[config.mk]
export PLATFORM = sky130hd
export DESIGN_NAME = cordic_rot_iter_stage
export DESIGN_NICKNAME = d
export VERILOG_FILES = /design/src/rtl/cordic_rot_iter_stage.sv
export SDC_FILE = /design/constraint.sdc
export NUM_CORES = 1
export LEC_CHECK = 0
export ABC_AREA = 1
export BUFFER_PORTS_ARGS = -buffer_cell sky130_fd_sc_hd__buf_2
export CAP_MARGIN = 20
export CORE_MARGIN = 5
export CORE_UTILIZATION = 35
export DETAILED_ROUTE_END_ITERATION = 6
export PLACE_DENSITY = 0.62
export SLEW_MARGIN = 15
export SYNTH_ARGS = -nofsm -noshare
export SYNTH_HDL_FRONTEND = slang
export SYNTH_SLANG_ARGS = --single-unit
[constraint.sdc]
create_clock -name C -period 5.1 [get_ports C]
set_input_delay 0.51 -clock C [delete_from_list [all_inputs] [get_ports C]]
set_output_delay 0.51 -clock C [all_outputs]
set_load 0.02 [all_outputs]
[src/rtl/cordic_rot_iter_stage.sv]
// Iterative CORDIC rotation engine (rotation mode) on a single shared datapath.
// Takes a pre-rotated X/Y pair plus residual angle Z, runs ITER shift-add
// micro-rotations (one per enabled clock), then holds the result on a
// valid/ready output until the downstream scaling stage accepts it.
//
// Ports:
//   C, RSTN              clock (rising edge), asynchronous active-low reset
//   CE                   clock enable; all state and outputs freeze when low
//   in_valid / in_ready  upstream handshake for x_in, y_in, z_in
//   x_in, y_in           signed W-bit vector from the pre-rotation stage
//   z_in                 signed AW-bit residual angle, full circle = 2^AW
//   out_valid/out_ready  downstream handshake for x_out, y_out, z_out
//   x_out, y_out         rotated vector, scaled by the CORDIC gain
//   z_out                residual angle left after the last micro-rotation
//
// The arctangent ROM is stored at 32-bit angle resolution and rescaled with
// rounding to AW bits; AW is limited to 64.
module cordic_rot_iter_stage #(
  parameter int unsigned W    = 32,
  parameter int unsigned AW   = 32,
  parameter int unsigned ITER = 16
) (
  input  logic                 C,
  input  logic                 RSTN,
  input  logic                 CE,
  input  logic                 in_valid,
  output logic                 in_ready,
  input  logic signed [W-1:0]  x_in,
  input  logic signed [W-1:0]  y_in,
  input  logic signed [AW-1:0] z_in,
  output logic                 out_valid,
  input  logic                 out_ready,
  output logic signed [W-1:0]  x_out,
  output logic signed [W-1:0]  y_out,
  output logic signed [AW-1:0] z_out
);

  localparam int unsigned IW  = (ITER > 1) ? $clog2(ITER) : 1;
  localparam int unsigned SHL = (AW > 32) ? AW - 32 : 32'd0;
  localparam int unsigned SHR = (AW < 32) ? 32 - AW : 32'd0;
  localparam logic [63:0] RND = (64'd1 << SHR) >> 1;
  localparam logic [IW-1:0] I_LAST = IW'(ITER - 1);

  localparam logic [1:0] S_IDLE = 2'd0;
  localparam logic [1:0] S_RUN  = 2'd1;
  localparam logic [1:0] S_DONE = 2'd2;

  logic [1:0]          state_q, state_d;
  logic [IW-1:0]       i_q, i_d;
  logic signed [W-1:0] x_q, x_d, y_q, y_d;
  logic signed [AW-1:0] z_q, z_d;
  logic                in_ready_q, in_ready_d;
  logic                out_valid_q, out_valid_d;

  logic [5:0]           rom_idx_c;
  logic [31:0]          atan32_c;
  logic signed [AW-1:0] atan_c;
  logic signed [W-1:0]  x_sh_c, y_sh_c;

  // atan(2^-i) in units of 2^-32 of a full circle, rounded to nearest
  assign rom_idx_c = 6'(i_q);
  always_comb begin
    atan32_c = 32'd0;
    case (rom_idx_c)
      6'd0:  atan32_c = 32'h2000_0000;
      6'd1:  atan32_c = 32'h12E4_051E;
      6'd2:  atan32_c = 32'h09FB_385B;
      6'd3:  atan32_c = 32'h0511_11D4;
      6'd4:  atan32_c = 32'h028B_0D43;
      6'd5:  atan32_c = 32'h0145_D7E1;
      6'd6:  atan32_c = 32'h00A2_F61E;
      6'd7:  atan32_c = 32'h0051_7C55;
      6'd8:  atan32_c = 32'h0028_BE53;
      6'd9:  atan32_c = 32'h0014_5F2F;
      6'd10: atan32_c = 32'h000A_2F98;
      6'd11: atan32_c = 32'h0005_17CC;
      6'd12: atan32_c = 32'h0002_8BE6;
      6'd13: atan32_c = 32'h0001_45F3;
      6'd14: atan32_c = 32'h0000_A2FA;
      6'd15: atan32_c = 32'h0000_517D;
      6'd16: atan32_c = 32'h0000_28BE;
      6'd17: atan32_c = 32'h0000_145F;
      6'd18: atan32_c = 32'h0000_0A30;
      6'd19: atan32_c = 32'h0000_0518;
      6'd20: atan32_c = 32'h0000_028C;
      6'd21: atan32_c = 32'h0000_0146;
      6'd22: atan32_c = 32'h0000_00A3;
      6'd23: atan32_c = 32'h0000_0051;
      6'd24: atan32_c = 32'h0000_0029;
      6'd25: atan32_c = 32'h0000_0014;
      6'd26: atan32_c = 32'h0000_000A;
      6'd27: atan32_c = 32'h0000_0005;
      6'd28: atan32_c = 32'h0000_0003;
      6'd29: atan32_c = 32'h0000_0001;
      6'd30: atan32_c = 32'h0000_0001;
      default: atan32_c = 32'd0;
    endcase
  end

  // Rescale the 32-bit-circle ROM word to AW bits (round-half-up when narrowing)
  assign atan_c = AW'(((64'(atan32_c) << SHL) + RND) >> SHR);

  // Arithmetic right shifts of the pre-update vector
  assign x_sh_c = x_q >>> i_q;
  assign y_sh_c = y_q >>> i_q;

  // Next-state, datapath and handshake flags
  always_comb begin
    state_d     = state_q;
    i_d         = i_q;
    x_d         = x_q;
    y_d         = y_q;
    z_d         = z_q;
    in_ready_d  = in_ready_q;
    out_valid_d = out_valid_q;
    case (state_q)
      S_IDLE: begin
        if (in_valid) begin
          x_d        = x_in;
          y_d        = y_in;
          z_d        = z_in;
          i_d        = '0;
          in_ready_d = 1'b0;
          state_d    = S_RUN;
        end
      end
      S_RUN: begin
        // Rotate toward z = 0: d = +1 when z >= 0, else -1
        if (z_q[AW-1]) begin
          x_d = x_q + y_sh_c;
          y_d = y_q - x_sh_c;
          z_d = z_q + atan_c;
        end else begin
          x_d = x_q - y_sh_c;
          y_d = y_q + x_sh_c;
          z_d = z_q - atan_c;
        end
        if (i_q == I_LAST) begin
          out_valid_d = 1'b1;
          state_d     = S_DONE;
        end else begin
          i_d = i_q + IW'(1);
        end
      end
      S_DONE: begin
        // Input is never taken here, which forces one IDLE bubble between results
        if (out_ready) begin
          out_valid_d = 1'b0;
          in_ready_d  = 1'b1;
          state_d     = S_IDLE;
        end
      end
      default: begin
        state_d     = S_IDLE;
        out_valid_d = 1'b0;
        in_ready_d  = 1'b1;
      end
    endcase
  end

  // State register, frozen while CE is low
  always_ff @(posedge C or negedge RSTN) begin
    if (!RSTN) begin
      state_q     <= S_IDLE;
      i_q         <= '0;
      x_q         <= '0;
      y_q         <= '0;
      z_q         <= '0;
      in_ready_q  <= 1'b1;
      out_valid_q <= 1'b0;
    end else if (CE) begin
      state_q     <= state_d;
      i_q         <= i_d;
      x_q         <= x_d;
      y_q         <= y_d;
      z_q         <= z_d;
      in_ready_q  <= in_ready_d;
      out_valid_q <= out_valid_d;
    end
  end

  assign in_ready  = in_ready_q;
  assign out_valid = out_valid_q;
  assign x_out     = x_q;
  assign y_out     = y_q;
  assign z_out     = z_q;

endmodule

==> results of run 1 <==
==> cell usage in the layout (no fill, tap or decap), types with 5 or more instances in the layout <==
cell type | synthesis | routed
o21ai_1 | 9 | 11
a31oi_1 | 22 | 21
a221oi_1 | 6 | 5
o21ai_0 | 245 | 243
nor2_4 | 4 | 6
xor2_1 | 93 | 93
o21bai_1 | 7 | 7
dfrtp_2 | 0 | 5
o31ai_1 | 5 | 5
o22ai_1 | 10 | 10
o21ai_2 | 6 | 6
ha_1 | 118 | 118
buf_6 | 8 | 5
inv_2 | 7 | 9
a21oi_1 | 148 | 148
nand3_2 | 4 | 5
nand2_1 | 771 | 771
nand3_1 | 322 | 321
nand2_2 | 13 | 12
o211ai_1 | 18 | 18
clkbuf_16 | 0 | 9
nor2_2 | 11 | 12
nor2_1 | 272 | 269
inv_1 | 202 | 199
buf_2 | 34 | 197
nand4_1 | 19 | 19
buf_4 | 5 | 27
xnor2_1 | 41 | 41
dfrtp_1 | 103 | 98
nor3_1 | 26 | 25
a21o_1 | 17 | 17
==> synth_stat cells, types with 18 or more instances <==
cell | number | area [um2]
nand3_1 | 322 | 1610
nor3_1 | 26 | 130
nand2_1 | 771 | 2890
buf_2 | 34 | 170
xor2_1 | 93 | 815
a21oi_1 | 148 | 741
o21ai_0 | 245 | 1230
dfrtp_1 | 103 | 2580
nand4_1 | 19 | 119
a31oi_1 | 22 | 138
nor2_1 | 272 | 1020
ha_1 | 118 | 1480
o211ai_1 | 18 | 135
xnor2_1 | 41 | 359
clkbuf_1 | 48 | 180
inv_1 | 202 | 758
==> path summary, 6_finish.rpt <==
check,cells after the start,slack (ns),endpoint,startpoint
setup / recovery,28,0.38,z_out[28],i_q[1]
hold / removal,1,0.13,z_out[8],RSTN
setup reg to reg,28,0.38,z_out[28],i_q[1]
hold reg to reg,2,0.51,in_ready,in_ready
max in group asynchronous,2,4.01,y_out[27],RSTN
min in group C,3,0.35,z_out[20],z_in[20]
==> state kept, by name, summed over array words and instances, names as in the netlist <==
signal,cells
i_q,4
in_ready,1
out_valid,1
state_q,2
x_out,32
y_out,32
z_out,32
==> metal layers <==
layer  vias to the layer above  global-route usage  routed length, um
met5                         -                   0                  0
met4                         0              0.0650               1650
met3                        76              0.0361               3160
met2                       563               0.412              28900
met1                      8467               0.293              25400
li1                       9121                   -                  -
==> cell type report <==
class	count	share of cell area
Multi-Input combinational cell	2237	0.674
Clock inverter	2	0.00221
Sequential cell	104	0.149
Inverter	210	0.0450
Timing Repair Buffer	231	0.0732
Clock buffer	13	0.0148
Tap cell	592	0.0422
==> timing repair <==
action                                  in CTS  in global routing
endpoints found under the setup margin       0                 29
gates resized for setup                      0                 14
hold buffers                                 0                  0
==> cell families after synthesis <==
family | count (synthesis)
adders and majority gates | 121
xor gates and xnor gates | 134
AOI/OAI and AO/OA | 516
DFF | 104
buffers and inverters | 321
and+or+nand+nor | 1466
==> per-stage QoR <==
stage,utilization,setup WS (ns),cells
after global routing,0.396,0.00380,3389
final,0.396,0.382,3389
after detailed placement,0.388,0.195,3374
after floorplan,-,0.590,2662
after global placement,0.388,0.220,3374
after CTS,0.395,0.154,3389
==> results.md, run 1 <==
- Largest net degree at the start of global routing: 61
- Clock Sinks: 104
- Post-CTS setup buffer count: 0
- Post-Synth Adder-Cell Area: 0.0978
- Relative slew slack: 0.417
- Post-synthesis net count: 2,884
- Final WL: 59,200 um
- Xor/xnor share of the synthesized area: 0.0747
- Number of routed nets with antenna violations: 0
- HP Class: input pin to async pin
- Synth Area in Simple Gates: 0.394
- Detailed Place HPWL: 48,400 um
- Per-cell routed wire length: ~17 um
- Number of buffers created by CTS: 9
- I/O pins: between 150 and 200
- CP arrival: 4.99 ns
- Placer Congestion: 0.999
- Max Transition Viols Final: 0
- CP required: 5.37 ns
- Total number of vias: 18,200
- Number of global-route vias before repair: 17,400
- Crit path largest cell delay: 0.43 ns
- Yosys warning count: 0
- Nets: 3,015
- Die area: ~49,000 um2
- Largest family of logic cells by synthesized area: simple AND/OR/NAND/NOR gates
- Antenna violations before repair: 0
- Final Hold Slack: 0.128 ns
- Antenna Cells: 0
- Core region area: approximately 44,000 um2
- CTS tree: built
- Setup TNS: 0 ns
- FMAX: 0.212 GHz
- Layout cells sized above 1: 0.114
- Post-synthesis sequential area ratio: 0.166
- Multiplexer area fraction after synthesis: 0
- Post-synth ARST share: 1.00
- Mean post-synth cell area: 5.90 um2
- FILL cells: 4,936
- Setup violations, final: 0
- Post-synthesis compound-gate area fraction: 0.183
- Reg clk slew, reported paths: ~0.080 ns
- H-tree depth: 3
- Synth Instances: ~2,700
- Layout area overhead: 11.7%
- Post-synth EDFFs: 0
- Mapped Area: between 15,000 and 20,000 um2
- Port buffer count: about 200
- Residual DRC count: 0
- Clock period minus worst slack: 4.72 ns
- Placement Rows: 77
- Multi-input logic area: 11,800 um2
- Die height: 222 um
- MaxCap Viol Count: 0
- Crit-path leading delay family: simple AND/OR/NAND/NOR gates
- Worst-case clock buffer depth: 2
- Synth Register Bits: 104
- Period utilization: 0.925
- Design area: 17,500 um2
- Total track usage: 0.232
- CP Capture Type: register
- Yosys cell types: 58
- Setup Skew: between 0.01 and 0.015 ns
- Root Buffer: clkbuf_16
- DRT Pass-1 Iters: 7
- Outcome: complete, no violations
- Vias per cell: between 5 and 6
- Post-Place Cell Area: 17,200 um2
- WS Path Type: register to register
- Skew-Pair Late Insertion Delay: roughly 0.39 ns
- Crit Path Max Fanout: 9
- CP Buf/Inv Count: 5
- Sequential cell area: 2610 um2
- Drt initial violations: around 1,500
- Dominant synthesized flop cell: dfrtp_1
- CP max stage cell: dfrtp_2
- Initial Utilization: 0.354
- RSZ-0062 raised after global routing: false
- Slew @ Worst Pin: 0.864 ns
- Gr ovfl total: 0
- Global-route wire length before repair: about 94,000 um
- Worst setup SP type: register
- Die X: 222 um
- Hold Fails Final Rpt: 0
Power of run 1 is not shown: default switching activity piles up to over one toggle a cycle in this logic, so the estimate is an artifact.
==> inputs of run 2 (changes only) <==
--- a/config.mk
+++ b/config.mk
@@ -5,7 +5,7 @@
 export SDC_FILE = /design/constraint.sdc
 export NUM_CORES = 1
 export LEC_CHECK = 0
-export ABC_AREA = 1
+export ABC_AREA = 0
 export BUFFER_PORTS_ARGS = -buffer_cell sky130_fd_sc_hd__buf_2
 export CAP_MARGIN = 20
 export CORE_MARGIN = 5
==> run 2 against run 1 <==
The flow now finishes with violations (setup timing). Critical path depth shrank 6. Non-clock buffer count grew 438. Global-route usage grew 2.1 points. Utilization grew 10 points. Synthesized area shrank 2.0%. Cell count shrank 9.4%. Via count shrank 4.3%. Hold slack gained 0.099 ns.
==> results.md, run 2 <==
- CP Capture Type: register
- Finished Layout Cells: a little over 3,000
- CP required: 5.43 ns
- Placement Rows: between 70 and 80
- Die height: approximately 220 um
- Total track usage: 0.253
- Synth Register Bits: 104
- Crit path largest cell delay: 0.53 ns
- Clock period minus worst slack: 5.25 ns
- Failing checks: setup timing
- Layout cells sized above 1: 0.380
- Crit Path Max Fanout: 5
- Largest family of logic cells by synthesized area: compound AO/OA/AOI/OAI gates
- Post-synthesis sequential area ratio: 0.169
- Antenna violations before repair: 0
- Most frequent cells in the layout: 448 x buf_4, 197 x buf_2, 191 x nand2_1
- WS Path Type: register to register
- Residual DRC count: 0
- Hold Fails Final Rpt: 0
- Number of routed nets with antenna violations: 0
- Worst setup SP type: register
- Synth Instances: 1,919
- Reg clk slew, reported paths: 0.08 ns
- Total number of vias: 17,500
- Worst-case clock buffer depth: 2
- Number of buffers created by CTS: 9
- Outcome: finished, violations left
- RR Endpoint: y_out[29]
- Hold bufs inserted after CTS: 0
- Detailed Place HPWL: 50,600 um
- Relative slew slack: 0.340
- H-tree depth: 3
- Max Transition Viols Final: 0
- Port buffer count: 198
- Post-synthesis compound-gate area fraction: 0.265
- Setup violations, final: 7
- Multiplexer area fraction after synthesis: 0.162
- CP arrival: 5.58 ns
- Vias per cell: between 5 and 6
- Reg-to-reg slack, setup: -0.15 ns
- Post-synth top cells: 192 x nand2_1, 189 x a21oi_1, 185 x o21ai_0
- Final worst setup slack: -0.147 ns
- Most common library cell in the layout ignoring fill and taps: buf_4
- Dominant synthesized flop cell: dfrtp_1
- Mean post-synth cell area: 8.02 um2
- Post-Synth Adder-Cell Area: 0.100
- Slew @ Worst Pin: 0.991 ns
- Synth Area in Simple Gates: 0.167
- Yosys cell types: 92
- CP endpoint: y_out[29]
- I/O pins: 199
- Nets: 2,702
- Synth top area share: 0.167
- Setup Skew: 0.0167 ns
- Most frequent cell after synthesis: nand2_1
- Skew-Pair Late Insertion Delay: 0.41 ns
- DRT Pass-1 Iters: 5
- Post-synth EDFFs: 0
- Design area: 21,600 um2
- Post-synthesis net count: 2,141
- FMAX: ~0.19 GHz
- Number of global-route vias before repair: 17,000
- Final WL: 64,300 um
- Initial Utilization: 0.356
- Post-synth ARST share: 1.00
- Layout area overhead: 40.3%
- Drt initial violations: 1,217
- Cell taking the most area after synthesis: dfrtp_1
- Critical Path Most Common Cell: buf_4
- Worst Setup SP: i_q[1]
- Xor/xnor share of the synthesized area: 0.0921
- Post-Place Cell Area: 19,900 um2
- HP Class: input pin to async pin
- Synth area leaders: dfrtp_1 17%, ha_1 9.6%, mux4_2 8.2%
- Die area: 48,300 um2
- Global-route wire length before repair: 96,300 um
- Yosys warning count: 0
- FILL cells: 4,204
- CTS tree: built
- MaxCap Viol Count: 0
- Core region area: 43,300 um2
- Gr ovfl total: 0
- Period utilization: 1.03
- Die X: approximately 220 um
- RSZ-0062 raised after global routing: true
- Root Buffer: clkbuf_16
- CP cell instances: buf_6, mux2_4, mux4_2, or4_4, o21a_4, a211oi_4, and3_4, a31oi_2, xor2_1, ha_1, nand3_2, nor3_2, o311ai_2, buf_4, a21boi_4, o31ai_2, buf_4, buf_4, a31oi_2, xor2_1, o22ai_1, o21ai_1
- Per-cell routed wire length: approximately 21 um
- CP max stage cell: or4_4
- Mapped Area: 15,400 um2
- Largest net degree at the start of global routing: 87
- R2R depth: 22
- Placed cells: 3,005
- Placer Congestion: 0.960
- FF-to-FF Start: i_q[1]
- Clock Sinks: 104
- Pre-CTS setup slack: -0.468 ns
[run 2: worst min path at each step]
stage | start | to | slack (ns) | cells after the start
4_1_cts | RSTN | y_out[8] | 0.26 | 1
6_report | RSTN | y_out[8] | 0.23 | 1
3_5_place_dp | z_out[9] | z_out[9] | 0.51 | 2
2_1_floorplan | RSTN | i_q[0] | 0.21 | 0
3_3_place_gp | out_valid | out_valid | 0.49 | 2
5_1_grt | RSTN | y_out[11] | 0.29 | 1
[run 2: repair_timing]
action,in CTS,in global routing
endpoints found under the setup margin,23,40
pin swaps,18,81
gates cloned,0,3
gates resized for setup,46,182
setup buffers,10,36
[run 2: cells by family (layout without fill, tap and decap cells)]
kind of cell / after synthesis / after routing
buffers and inverters: 164 / 730
XOR/XNOR: 161 / 161
adder cells (fa/ha/maj): 122 / 122
other: 0 / 1
flip-flops: 104 / 104
AO/OA/AOI/OAI: 661 / 661
AND/OR/NAND/NOR: 533 / 533
multiplexers: 174 / 174
[run 2: critical path, delay by kind of cell (launching register included)]
kind                       cells  cell delay (ns)
AOI/OAI and AO/OA              9             1.29
xor gates and xnor gates       2             0.39
adders and majority gates      1             0.38
buffers and inverters          4             0.59
DFF                            1             0.52
muxes                          2             0.79
and+or+nand+nor                4             1.20
[run 2: metrics by stage]
stage                      util  TNS [ns]  hold slack, ns
after detailed placement  0.460     -4.23           0.510
after CTS                 0.473   -0.0955           0.264
after global placement    0.460     -2.59           0.493
final                     0.499    -0.473           0.227
after floorplan               -         0           0.214
after global routing      0.499     -3.24           0.293
[run 2: per-layer routing]
| metal | wire [um] | part of all wire | vias up | track usage |
|---|---|---|---|---|
| li1 | - | - | 8294 | - |
| met1 | 27100 | 0.42 | 8566 | 0.319 |
| met2 | 32600 | 0.51 | 504 | 0.456 |
| met3 | 3050 | 0.047 | 86 | 0.0353 |
| met4 | 1500 | 0.023 | 0 | 0.0653 |
| met5 | 0 | 0 | - | 0 |
[run 2: area by class of cell]
type,count,area [um2],share of cell area
Clock buffer,11,243,0.0112
Clock inverter,5,104,0.00481
Antenna cell,1,2.50,0.000116
Timing Repair Buffer,669,4750,0.220
Tap cell,585,732,0.0339
Sequential cell,104,2620,0.121
Inverter,45,181,0.00840
Multi-Input combinational cell,1651,13000,0.600
Power of run 2 is left out for the same reason.
